===== src/rtl/draw_pkg.sv =====
// draw_pkg: movement-FSM command codes, screen/colour constants, op enum and move helper.
// Defining SPRITE_DRAW_WRAP_EN makes moves wrap at the screen bounds instead of clamping.
package draw_pkg;
  localparam logic [3:0] HOLD    = 4'b0000;
  localparam logic [3:0] CLEAR   = 4'b0001;
  localparam logic [3:0] RIGHT   = 4'b0010;
  localparam logic [3:0] LEFT    = 4'b0011;
  localparam logic [3:0] PREHOLD = 4'b0100;
  localparam logic [3:0] DRAW    = 4'b0101;
  localparam logic [3:0] DOWN    = 4'b0110;
  localparam logic [3:0] UP      = 4'b0111;
  localparam logic [3:0] SHOT    = 4'b1000;
  localparam logic [3:0] ESCAPED = 4'b1001;
  localparam logic [3:0] IS_SHOT = 4'b1010;
  localparam int SCREEN_W = 160;
  localparam int SCREEN_H = 120;
  localparam logic [2:0] BG_COLOUR     = 3'b011;
  localparam logic [2:0] BIRD_COLOUR   = 3'b100;
  localparam logic [2:0] PLAYER_COLOUR = 3'b111;
  typedef enum logic {OP_CLEAR, OP_DRAW} op_t;
  typedef enum logic [1:0] {S_IDLE, S_SCAN, S_FLUSH} eng_t;
  function automatic logic [7:0] move_coord(input logic [7:0] p, input logic inc,
                                            input logic [7:0] stp, input logic [7:0] maxv);
`ifdef SPRITE_DRAW_WRAP_EN
    return inc ? ((({1'b0, p} + {1'b0, stp}) > {1'b0, maxv}) ? 8'd0 : p + stp)
               : ((p < stp) ? maxv : p - stp);
`else
    return inc ? ((({1'b0, p} + {1'b0, stp}) > {1'b0, maxv}) ? maxv : p + stp)
               : ((p < stp) ? 8'd0 : p - stp);
`endif
  endfunction
endpackage


===== src/rtl/pixel_scan_counter.sv =====
// pixel_scan_counter: row-major SIZE x SIZE scan; start presents pixel 0 in the same cycle.
module pixel_scan_counter #(
  parameter int SIZE = 8
) (
  input  logic                    clk,
  input  logic                    rst,
  input  logic                    start,
  input  logic                    en,
  output logic [$clog2(SIZE)-1:0] row,
  output logic [$clog2(SIZE)-1:0] col,
  output logic                    last
);
  localparam int W = $clog2(SIZE);
  logic [2*W-1:0] cnt, idx;
  always_comb begin
    idx  = start ? '0 : cnt;
    row  = idx[2*W-1:W];
    col  = idx[W-1:0];
    last = &idx;
  end
  // wraps to zero after the last pixel, so an idle counter always sits at pixel 0
  always_ff @(posedge clk or posedge rst)
    if (rst) cnt <= '0;
    else if (start || en) cnt <= idx + 1'b1;
endmodule


===== src/rtl/sprite_draw_engine.sv =====
// sprite_draw_engine: bird/crosshair position keeper and sprite-box rasteriser for the VGA pixel port.
// Move behaviour at the screen bounds is selected by SPRITE_DRAW_WRAP_EN (wrap) or its absence (clamp).
module sprite_draw_engine import draw_pkg::*; #(
  parameter int SIZE      = 8,
  parameter int SCREEN_WD = SCREEN_W,
  parameter int SCREEN_HT = SCREEN_H,
  parameter int STEP      = 1,
  parameter int BIRD_X0   = 8,
  parameter int BIRD_Y0   = 8,
  parameter int PLAYER_X0 = 76,
  parameter int PLAYER_Y0 = 56
) (
  input  logic       clk,
  input  logic       reset,
  input  logic [3:0] STATE,
  input  logic       PorB,
  output logic [7:0] x,
  output logic [6:0] y,
  output logic [2:0] colour,
  output logic       plot,
  output logic       doneDrawing,
  output logic [7:0] bird_x,
  output logic [6:0] bird_y,
  output logic [7:0] player_x,
  output logic [6:0] player_y
);
  localparam int W = $clog2(SIZE);
  localparam logic [W-1:0] MID = W'(SIZE / 2);
  localparam logic [7:0] XMAX = 8'(SCREEN_WD - SIZE);
  localparam logic [7:0] YMAX = 8'(SCREEN_HT - SIZE);
  eng_t st, st_n;
  op_t op_q;
  logic sel_q, start, busy, emit, draw, sel, vis, last;
  logic [3:0] state_prev;
  logic [W-1:0] row, col;
  logic [7:0] px, sx, nx;
  logic [6:0] py, sy, ny;
  logic [2:0] pix_colour;
  pixel_scan_counter #(.SIZE(SIZE)) u_scan (
    .clk(clk), .rst(reset), .start(start), .en(st == S_SCAN), .row(row), .col(col), .last(last)
  );
  always_comb begin
    busy        = st != S_IDLE;
    start       = !reset && !busy && STATE != state_prev && (STATE == CLEAR || STATE == DRAW);
    doneDrawing = !busy && !start;
    emit        = start || st == S_SCAN;
    st_n        = start ? S_SCAN : (st == S_SCAN && last) ? S_FLUSH : (st == S_FLUSH) ? S_IDLE : st;
    // the entry cycle already emits pixel 0, before op/select are latched
    draw        = start ? STATE == DRAW : op_q == OP_DRAW;
    sel         = start ? PorB : sel_q;
    px          = sel ? player_x : bird_x;
    py          = sel ? player_y : bird_y;
    vis         = !draw || !sel || col == MID || row == MID;
    pix_colour  = !draw ? BG_COLOUR : sel ? PLAYER_COLOUR : BIRD_COLOUR;
    sx          = PorB ? player_x : bird_x;
    sy          = PorB ? player_y : bird_y;
    nx          = (STATE == RIGHT || STATE == LEFT) ? move_coord(sx, STATE == RIGHT, 8'(STEP), XMAX) : sx;
    ny          = (STATE == DOWN || STATE == UP) ? 7'(move_coord({1'b0, sy}, STATE == DOWN, 8'(STEP), YMAX)) : sy;
  end
  always_ff @(posedge clk or posedge reset)
    if (reset) begin
      st         <= S_IDLE;
      state_prev <= HOLD;
      op_q       <= OP_CLEAR;
      sel_q      <= 1'b0;
    end else begin
      st         <= st_n;
      state_prev <= STATE;
      if (start) begin
        op_q  <= (STATE == DRAW) ? OP_DRAW : OP_CLEAR;
        sel_q <= PorB;
      end
    end
  always_ff @(posedge clk or posedge reset)
    if (reset) begin
      plot   <= 1'b0;
      x      <= '0;
      y      <= '0;
      colour <= '0;
    end else begin
      plot <= emit && vis;
      if (emit) begin
        x      <= px + 8'(col);
        y      <= py + 7'(row);
        colour <= pix_colour;
      end
    end
  always_ff @(posedge clk or posedge reset)
    if (reset) begin
      bird_x   <= 8'(BIRD_X0);
      bird_y   <= 7'(BIRD_Y0);
      player_x <= 8'(PLAYER_X0);
      player_y <= 7'(PLAYER_Y0);
    end else if (PorB) begin
      player_x <= nx;
      player_y <= ny;
    end else begin
      bird_x <= nx;
      bird_y <= ny;
    end
endmodule


===== config.mk =====
export PLATFORM = sky130hd
export DESIGN_NAME = sprite_draw_engine
export DESIGN_NICKNAME = d
export VERILOG_FILES = /design/src/rtl/draw_pkg.sv /design/src/rtl/pixel_scan_counter.sv /design/src/rtl/sprite_draw_engine.sv
export SDC_FILE = /design/constraint.sdc
export NUM_CORES = 1
export LEC_CHECK = 0
export CAP_MARGIN = 20
export CELL_PAD_IN_SITES_DETAIL_PLACEMENT = 0
export CELL_PAD_IN_SITES_GLOBAL_PLACEMENT = 2
export CORE_MARGIN = 2
export CORE_UTILIZATION = 36
export CTS_BUF_LIST = sky130_fd_sc_hd__clkbuf_8
export DETAILED_ROUTE_END_ITERATION = 8
export GPL_TIMING_DRIVEN = 0
export MAX_ROUTING_LAYER = met4
export PLACE_DENSITY_LB_ADDON = 0.1
export SYNTH_ARGS = -nofsm -noshare
export SYNTH_HDL_FRONTEND = slang
export SYNTH_HIERARCHICAL = 1
export SYNTH_SLANG_ARGS = --single-unit
export TNS_END_PERCENT = 100

===== constraint.sdc =====
create_clock -name clk -period 4.5 [get_ports clk]
set_input_delay 0.9 -clock clk [delete_from_list [all_inputs] [get_ports clk]]
set_output_delay 0.9 -clock clk [all_outputs]
set_load 0.01 [all_outputs]

# Word-level counts from Yosys, hierarchy flattened
# Index checks and enable logic that the tools add are counted.
dict set report op_classes {
  bitwise 0
  mux 21
  n_shift 0
  div_mod_pow 0
  n_addsub 9
  multipliers 0
  magnitude_cmp 4
  n_reduce_logical 21
  eq_ne 11
}
# cell n
set ops {}
lappend ops {{2-to-1 mux 8 bit} 6}
lappend ops {{2-to-1 mux 7 bit} 6}
lappend ops {{== test 4 x 3 -> 1 bit, second input constant} 3}
lappend ops {{adder 8 x 1 -> 9 bit, second input constant} 1}
lappend ops {{> comparator 9 x 8 -> 1 bit, second input constant} 1}
lappend ops {{adder 7 x 1 -> 8 bit, second input constant} 1}
lappend ops {{adder 8 x 1 -> 8 bit, second input constant} 1}
lappend ops {{adder 8 x 3 -> 8 bit} 1}
lappend ops {{== test 4 x 2 -> 1 bit, second input constant} 2}
lappend ops {{> comparator 8 x 7 -> 1 bit, second input constant} 1}
lappend ops {{less-than comparator 8 x 1 -> 1 bit, second input constant} 1}
lappend ops {{2-to-1 mux 2 bit} 4}
lappend ops {{subtractor 8 x 1 -> 8 bit, second input constant} 1}
lappend ops {{adder 7 x 1 -> 7 bit, second input constant} 1}
lappend ops {{adder 7 x 3 -> 7 bit} 1}
lappend ops {{logical OR 1 bit} 7}
lappend ops {{less-than comparator 7 x 1 -> 1 bit, second input constant} 1}
lappend ops {{subtractor 7 x 1 -> 7 bit, second input constant} 1}
lappend ops {{adder 6 x 1 -> 6 bit, second input constant} 1}
lappend ops {{== test 3 bit, second input constant} 2}
lappend ops {{logical AND 1 bit} 6}
lappend ops {{2-to-1 mux 6 bit} 1}
lappend ops {{AND reduction 6 bit} 1}
lappend ops {{zero test 1 bit} 5}
lappend ops {{other kinds (8)} 10}
dict set report word_totals {
  mem_bits_ro 0
  n_memories 0
  reg_bits 63
  latch_bits 0
  ramBits 0
  input_bits 7
  out_inout_bits 50
  wordCells 79
}

# Longest topological paths before layout
# Gate-level depths: netlist of the first run.
dict set report logic_depth {
  word_depth 11
  depth_mapped 14
  depth_no_buf 11
}

# Modules after synthesis
# Netlist of the first run, hierarchy kept.
# module cells_each instances seq_area_each_um2 area_each_um2
set modules_own_cells {}
lappend modules_own_cells {sprite_draw_engine 507 1 1411.4 4388.0}
lappend modules_own_cells {pixel_scan_counter 32 1 150.1 332.8}

# Worst setup path before layout of the first run
# OpenSTA, ideal clock, no wires.
dict set report synth_path {
  path_type {input -> register}
  start {in STATE[0]}
  end {reg y[4]}
  required_time_ps 4417
  slack_ps 712
  stages 13
  setup_time_ps 83
  t_arrival_ps 3705
  n_path_buf 2
  path_cell_list {buf_2 nor4b_4 o211ai_4 mux2i_4 buf_4 mux2_2 ha_1 fa_1 a21oi_1 a211o_1 nand2_1 xor2_1 o21ai_0}
}
dict set report synth_between {
  elab_chain_cells 6
  word_cells_on_any_way 11
  cone_classes {1 x add/sub; 3 x eq/ne; 3 x mux; 4 x reduce/logical}
}
# element line
set synth_rtl {}
lappend synth_rtl {{from (decl)} sprite_draw_engine.sv:15} ;# input logic [3:0] STATE,
lappend synth_rtl {{!= test 4 bit, or another cell as far along} sprite_draw_engine.sv:44} ;# start = !reset && !busy && STATE != state_prev && (STATE == CLEAR || STATE == DRAW);
lappend synth_rtl {{logical AND 1 bit or logical OR 1 bit (tied branches)} sprite_draw_engine.sv:44}
lappend synth_rtl {{logical AND 1 bit *} sprite_draw_engine.sv:44}
lappend synth_rtl {{2-to-1 mux 1 bit} sprite_draw_engine.sv:50} ;# sel = start ? PorB : sel_q;
lappend synth_rtl {{2-to-1 mux 7 bit} sprite_draw_engine.sv:52} ;# py = sel ? player_y : bird_y;
lappend synth_rtl {{adder 7 x 3 -> 7 bit} sprite_draw_engine.sv:84} ;# y <= py + 7'(row);
lappend synth_rtl {{to (signal assigned)} sprite_draw_engine.sv:84}
lappend synth_rtl {{to (decl)} sprite_draw_engine.sv:18} ;# output logic [6:0] y,
# Every way passes the cells marked *; elsewhere a longest branch is shown, timed or not.
# A chain may end at the register's enable or synchronous reset.

# Final worst setup path of the first run
dict set report layout_path {
  start {in PorB}
  end {reg bird_y[3]}
}
dict set report layout_between {
  elab_chain_cells 6
  word_cells_on_any_way 10
  cone_classes {3 x add/sub; 2 x order compare; 5 x mux}
}
# element line
set layout_rtl {}
lappend layout_rtl {{from (decl)} sprite_draw_engine.sv:16} ;# input logic PorB,
lappend layout_rtl {{2-to-1 mux 7 bit} sprite_draw_engine.sv:56} ;# sy = PorB ? player_y : bird_y;
lappend layout_rtl {{adder 7 x 1 -> 8 bit} draw_pkg.sv:28} ;# return inc ? ((({1'b0, p} + {1'b0, stp}) > {1'b0, maxv}) ? maxv : p + stp)
lappend layout_rtl {{> comparator 8 x 7 -> 1 bit} draw_pkg.sv:28}
lappend layout_rtl {{2-to-1 mux 7 bit (2 in series)} draw_pkg.sv:28}
lappend layout_rtl {{2-to-1 mux 7 bit} sprite_draw_engine.sv:58} ;# ny = (STATE == DOWN || STATE == UP) ? 7'(move_coord({1'b0, sy}, STATE == DOWN, 8'(STEP), YMAX)) : sy;
lappend layout_rtl {{to (signal assigned)} sprite_draw_engine.sv:91} ;# bird_y <= 7'(BIRD_Y0);
lappend layout_rtl {{to (signal assigned)} sprite_draw_engine.sv:99} ;# bird_y <= ny;
lappend layout_rtl {{to (decl)} sprite_draw_engine.sv:23} ;# output logic [6:0] bird_y,
# Several ways; a longest one is shown, not always the timed one.

==> results.md, run 1 <==
* DIE AREA at 14000 um^2
* Peak Freq at ~230 MHz
* Reg-to-reg critical path endpoint: y[4]
* Area of the multi-input gates at between 2000 and 3000 um^2
* Initial antenna violation count at 0
* CTS H-Tree Depth at 3
* Syn nets at about 560
* Pwr Total at around 2.7 mW
* Clock Latency Late Sink at between 0.3 and 0.4 ns
* Smallest hold slack at 0.470 ns
* Most instantiated cells after synthesis: nand2_1 (70), dfrtp_1 (54), nor2_1 (43)
* Placed insts at between 700 and 800
* CTS Buffer Depth at 2
* Outcome: finished, final reports clean
* Cts bufs inserted at 9
* HP Class: flop to flop
* Count of final max-slew check failures at 0
* Critical path class: input port to flop
* Starting density of the core at about 37%
* Fin util at a little under half
* Ys async rst share at 100%
* Minimum clock period at 4.32 ns
* CP startpoint kind: input port
* Area of placed instances at ~5500 um^2
* Buffers on Ports at 55
* Nets at 631
* Most frequent cell after synthesis: nand2_1
* Root Driver: clkbuf_8
* Cell depth of the worst min-delay path at 2
* Worst slew pin tran at 0.847 ns
* Static leakage at approximately 2.4 nW
* Area share of the largest cell type after synthesis at 28.6%
* Worst reg2reg path depth at 12
* I/O Pins at 57
* Post-synth EDFFs at 0
* Max Cap Viol at 0
* Critical Path RT at 4.73 ns
* Fillers at around 1300
* ANT nets after route at 0
* Synthesized area at between 4000 and 5000 um^2
* Clock skew at between 0.015 and 0.02 ns
* Pwr dens at 461 nW/um^2
* Dominant cell type by area after synthesis: dfrtp_1
* CTS clk-pin slew, worst paths at 0.07 ns
* CP max FO at 10
* Slew margin rel. at 43.2%
* Ys flop type: dfrtp_1
* Final period util at a little over nine tenths
* Post-synthesis cell type count at 76
* # rows at between 40 and 50
* Final Non-Filler Cells at just under 800
* Global-route wire length before repair at ~25000 um
* Seq cells post-synth at 62
* Number of global-route vias before repair at 4400
* Clk sinks at 62
* Setup TNS at 0 ns
* Final wirelength at about 16000 um
* Final-report hold violation count at 0
* Wire length per cell at roughly 20 um
* Worst VDD drop at ~0.00027 V
* Gr ovfl total at 0
* Sequential cell area at about 1600 um^2
* Final worst slack at about 0.18 ns
* Gate Count Post-Synth at about 540
* Worst Path Arrival at ~4.6 ns
* Area delta synth->final at 22.5%
* Finished Cell Area at slightly below 6000 um^2
* CTS tree: built
* Vias per cell at 5.71
* RSZ-0062 raised after global routing: no
* DP Worst Slack at -0.389 ns
* Routed vias at 4479
* DRC Markers at 0
* Layout cells sized above 1 at between 10 and 15%
* Die height at 119 um
* Die width at about 120 um
* Core outline area at 12700 um^2
* Placer Congestion at ~0.95
* Ranking of synthesized cells by area: dfrtp_1 (29%), nand2_1 (5.6%), mux2i_1 (5.1%), dfstp_2 (4.5%), mux2_2 (3.8%)
* Largest net degree at the start of global routing at 34
* Total GRT Usage at roughly a quarter
* Antenna Cells at 0
* Hold path startpoint: x[1]
* Drt pass-1 iters at 4
* FF-to-FF setup slack at 0.82 ns
* Final setup viols at 0
* Syn_area_per_cell at 8.76 um^2
* Sequential cell area fraction in the yosys report at 33.1%
* RR Startpoint: state_prev[3]
* Initial DRC count at 272
* Hpwl dp at roughly 12000 um
* Worst Setup End Kind: flop
* Worst Hold Path EP: x[1]
* Yosys warnings at 6
[cell type report]
type / count / area share (%)
Clock inverter: 4 / 1.62
Clock buffer: 12 / 2.86
Buffer: 31 / 2.75
Timing Repair Buffer: 58 / 10.1
Tap cell: 172 / 3.72
Multi-Input combinational cell: 430 / 50.9
Inverter: 16 / 1.10
Sequential cell: 62 / 27.0
[worst max-delay path by stage]
| stage | cells past startpoint | start | slack [ns] | endpoint |
|---|---|---|---|---|
| detailed placement | 13 | STATE[2] | -0.39 | y[4] |
| finish | 14 | PorB | 0.18 | bird_y[3] |
| CTS | 6 | STATE[2] | 0.03 | doneDrawing |
| global route | 14 | PorB | 0.02 | bird_y[0] |
| global placement | 14 | PorB | -0.40 | bird_y[3] |
| floorplan | 13 | STATE[0] | 0.71 | y[4] |
[critical path, stage by stage]
cell	delay, ns
buf_4	0.19
buf_6	0.18
buf_2	0.26
buf_2	0.32
clkbuf_1	0.49
clkbuf_2	0.38
a21oi_1	0.14
inv_1	0.07
ha_1	0.24
nand3_1	0.17
or4_1	0.43
a21oi_1	0.29
nand2b_1	0.26
a311oi_1	0.21
[cell families after synthesis]
| kind of cell | Yosys count | synth area share, % |
|---|---|---|
| simple gates | 214 | 23.6 |
| xor+xnor | 16 | 2.97 |
| flops | 62 | 33.1 |
| mux | 45 | 10.7 |
| fa+ha+maj | 16 | 4.56 |
| compound gates | 139 | 20.5 |
| buf+inv | 47 | 4.61 |
[placed cells by master (no fill, tap or decap), types with 8 or more instances in the layout]
cell             netlist  layout
o21ai_0               30      30
mux2i_1               24      24
a21oi_1               31      31
clkdlybuf4s50_1        0      55
and3_1                13      13
o31ai_1                8       8
clkbuf_1              19      18
inv_1                 15      15
dfrtp_1               54      54
mux2_2                16      16
dfstp_2                8       8
nand4_1                8       8
xor2_1                 9       9
nand2_1               70      70
nand3_1               13      13
nor3_1                16      16
nor2_1                43      43
clkbuf_8               0      12
nor2b_1                8       8
ha_1                  14      14
[repair_timing]
item,CTS,global route
hold buffers,0,0
gates cloned,0,0
endpoints found under the setup margin,1,10
resized for setup,0,3
setup buffers,1,0
[per-layer routing]
metal	global-route usage, %	share of wire (%)	vias up
met1	33.5	49	2214
li1	-	-	2127
met5	-	0	-
met2	35.4	45	115
met3	4.15	3.7	23
met4	6.85	1.9	0
[power breakdown]
group	internal [mW]	leakage [nW]	switching [mW]
Clock	0.412	0.134	0.244
Sequential	0.688	0.695	0.173
Combinational	0.527	1.57	0.623
[sequential cells by signal (all words and copies together) (netlist names), 4 cells and up]
name        count
x               8
bird_y          7
bird_x          8
y               7
player_x        8
state_prev      4
u_scan/cnt      6
player_y        7
Note: power is estimated with default switching activity, not from simulation.
==> run 2: changes to the inputs <==
CORE_ASPECT_RATIO = 0.9   (was default)
==> results.md, run 2 (synthesis gave the netlist of run 1 again) <==
* Outcome: finished, final reports clean (unchanged)
* Top delay family on crit path: buffers and inverters (unchanged)
* Die width at 125 um (was 119 um)
* CP cell instances: buf_4 > buf_6 > buf_2 > buf_2 > clkbuf_1 > clkbuf_2 > a21oi_1 > inv_1 > ha_1 > nand3_1 > or4_1 > a21oi_1 > o21ai_0 > a32o_1 (was buf_4 > buf_6 > buf_2 > buf_2 > clkbuf_1 > clkbuf_2 > a21oi_1 > inv_1 > ha_1 > nand3_1 > or4_1 > a21oi_1 > nand2b_1 > a311oi_1)
* Minimum clock period at 4.25 ns (was 4.32 ns)
* Cell depth of the worst min-delay path at 2 (unchanged)
* Most frequent cells in the layout: nand2_1 (70), clkdlybuf4s50_1 (55), dfrtp_1 (54) (unchanged)
* Slowest stage delay, CP at 0.49 ns (about the same)
* Placer Congestion at 0.935 (was 0.946)
* Number of global-route vias before repair at 4173 (was 4400)
* Critical path buffers and inverters at 7 (unchanged)
* Largest net degree at the start of global routing at 38 (was 34)
* Buffers on Ports at 55 (unchanged)
* Placed insts at 759 (was 768)
* # rows at 39 (was 41)
* Cts bufs inserted at 9 (unchanged)
* Gr ovfl total at 0 (unchanged)
* Critical Path RT at 4.77 ns (was 4.73 ns)
* Nets at 631 (unchanged)
* CTS Buffer Depth at 2 (unchanged)
* CP startpoint kind: input port (unchanged)
* Slew margin rel. at 44.9% (was 43.2%)
* Total GRT Usage at 23.3% (was 23.9%)
* Static leakage at 2.36 nW (was 2.40 nW)
* CTS H-Tree Depth at 3 (unchanged)
* I/O Pins at 57 (unchanged)
* DIE AREA at 14000 um^2 (about the same)
* Worst slew pin tran at 0.822 ns (was 0.847 ns)
* Core outline area at 12700 um^2 (about the same)
* Commonest non-fill, non-tap cell in the layout: nand2_1 (unchanged)
* Stages on the worst setup path at 14 (unchanged)
* Root Driver: clkbuf_8 (unchanged)
* Global-route wire length before repair at 24500 um (was 25400 um)
* Routed vias at 4438 (was 4479)
* Vias per cell at 5.71 (about the same)
* Fillers at 1265 (was 1322)
* Largest registers: bird_x x8, player_x x8, x x8 (unchanged)
* Worst VDD drop at 0.000211 V (was 0.000266 V)
* Initial antenna violation count at 0 (unchanged)
* Worst Setup End Kind: flop (unchanged)
* Final-report hold violation count at 0 (unchanged)
* Peak Freq at 235 MHz (was 232 MHz)
* Max Cap Viol at 0 (unchanged)
* Pwr dens at 443 nW/um^2 (was 461 nW/um^2)
* Worst reg2reg path depth at 12 (unchanged)
* Pwr Total at 2.54 mW (was 2.67 mW)
* Worst Path Arrival at 4.52 ns (was 4.55 ns)
* Clock skew at 0.0123 ns (was 0.0151 ns)
* FF-to-FF setup slack at 0.79 ns (was 0.82 ns)
* Starting density of the core at 37.1% (about the same)
* Final Non-Filler Cells at 777 (was 785)
* RR Startpoint: state_prev[3] (unchanged)
* Layout cells sized above 1 at 12.7% (was 12.6%)
* Beginning of the critical path: PorB (unchanged)
* Clk sinks at 62 (unchanged)
* RSZ-0062 raised after global routing: no (unchanged)
* HP Class: flop to flop (unchanged)
* Initial DRC count at 434 (was 272)
* Slowest-stage cell, CP: clkbuf_1 (unchanged)
* CTS clk-pin slew, worst paths at 0.08 ns (was 0.07 ns)
* Die height at 113 um (was 119 um)
* Clock Latency Late Sink at 0.38 ns (was 0.37 ns)
* Critical path class: input port to flop (unchanged)
* Antenna Cells at 0 (unchanged)
* Count of final max-slew check failures at 0 (unchanged)
* Area delta synth->final at 21.2% (was 22.5%)
* CTS tree: built (unchanged)
* ANT nets after route at 0 (unchanged)
* Final wirelength at 15500 um (was 15800 um)
* Wire length per cell at 20.0 um (was 20.2 um)
* Final setup viols at 0 (unchanged)
* Final period util at 94.5% (was 96.0%)
* DRC Markers at 0 (unchanged)
* Drt pass-1 iters at 5 (was 4)
* Hold path startpoint: x[0] (was x[1])
* CP max FO at 10 (unchanged)
* Hpwl dp at 11300 um (was 11700 um)
* Fin util at 44.9% (was 45.5%)
[run 2: cell count changes in the layout (fill, tap and decap cells not counted), sizes merged]
cell	delta
clkinvlp	+3
bufinv	-2
clkbuf	-2
clkinv	+1
[run 2: layer usage]
metal,global-route usage [%],up-vias,routed length [um]
li1,-,2128,-
met1,33.0,2153,7710
met2,34.1,149,6860
met3,5.15,8,856
met4,5.17,0,103
met5,-,-,0
[run 2: path summary, 6_finish.rpt]
| path | endpoint |
|---|---|
| max in group asynchronous | player_y[4] |
| worst min register to register | x[0] |
| worst max register to register | y[4] |
| worst min-delay path | x[0] |
| min in group asynchronous | u_scan/cnt[2] |
| worst max-delay path | player_y[0] |
[run 2: timing repair]
item | 4_1_cts | 5_1_grt
endpoints found under the setup margin | 3 | 1
buffers inserted | 1 | 0
hold buffers | 0 | 0
gates resized for setup | 1 | 1
[run 2: stage by stage]
step           setup slack [ns]  instance area [um^2]  hold slack [ns]  setup TNS, ns
6_report                  0.250                  5720            0.468              0
5_1_grt                  0.0309                  5720            0.513              0
4_1_cts                  0.0710                  5710            0.479              0
3_5_place_dp             -0.436                  5500            0.460          -4.26
3_3_place_gp             -0.412                  5480            0.451          -4.26
2_1_floorplan             0.712                  4720            0.481              0
[run 2: power breakdown]
group / internal (mW) / switching, mW / total (mW)
Sequential: 0.688 / 0.171 / 0.859
Combinational: 0.527 / 0.616 / 1.14
Clock: 0.273 / 0.261 / 0.534
[run 2: area by class of cell]
class / instances / area, um^2 / share of cell area, %
Buffer: 31 / 159 / 2.78
Clock buffer: 10 / 138 / 2.41
Clock inverter: 6 / 70.1 / 1.22
Inverter: 16 / 63.8 / 1.12
Multi-Input combinational cell: 430 / 2940 / 51.4
Sequential cell: 62 / 1560 / 27.3
Tap cell: 164 / 205 / 3.59
Timing Repair Buffer: 58 / 583 / 10.2
[run 2: worst reg2reg max path, delay by kind of cell, from the launching register on]
kind	cells	cell delay, ns
AOI/OAI and AO/OA	4	1.00
muxes	2	0.68
adders and majority gates	2	0.63
and+or+nand+nor	2	0.49
DFF	1	0.38
buffers and inverters	1	0.23
xor gates and xnor gates	1	0.16
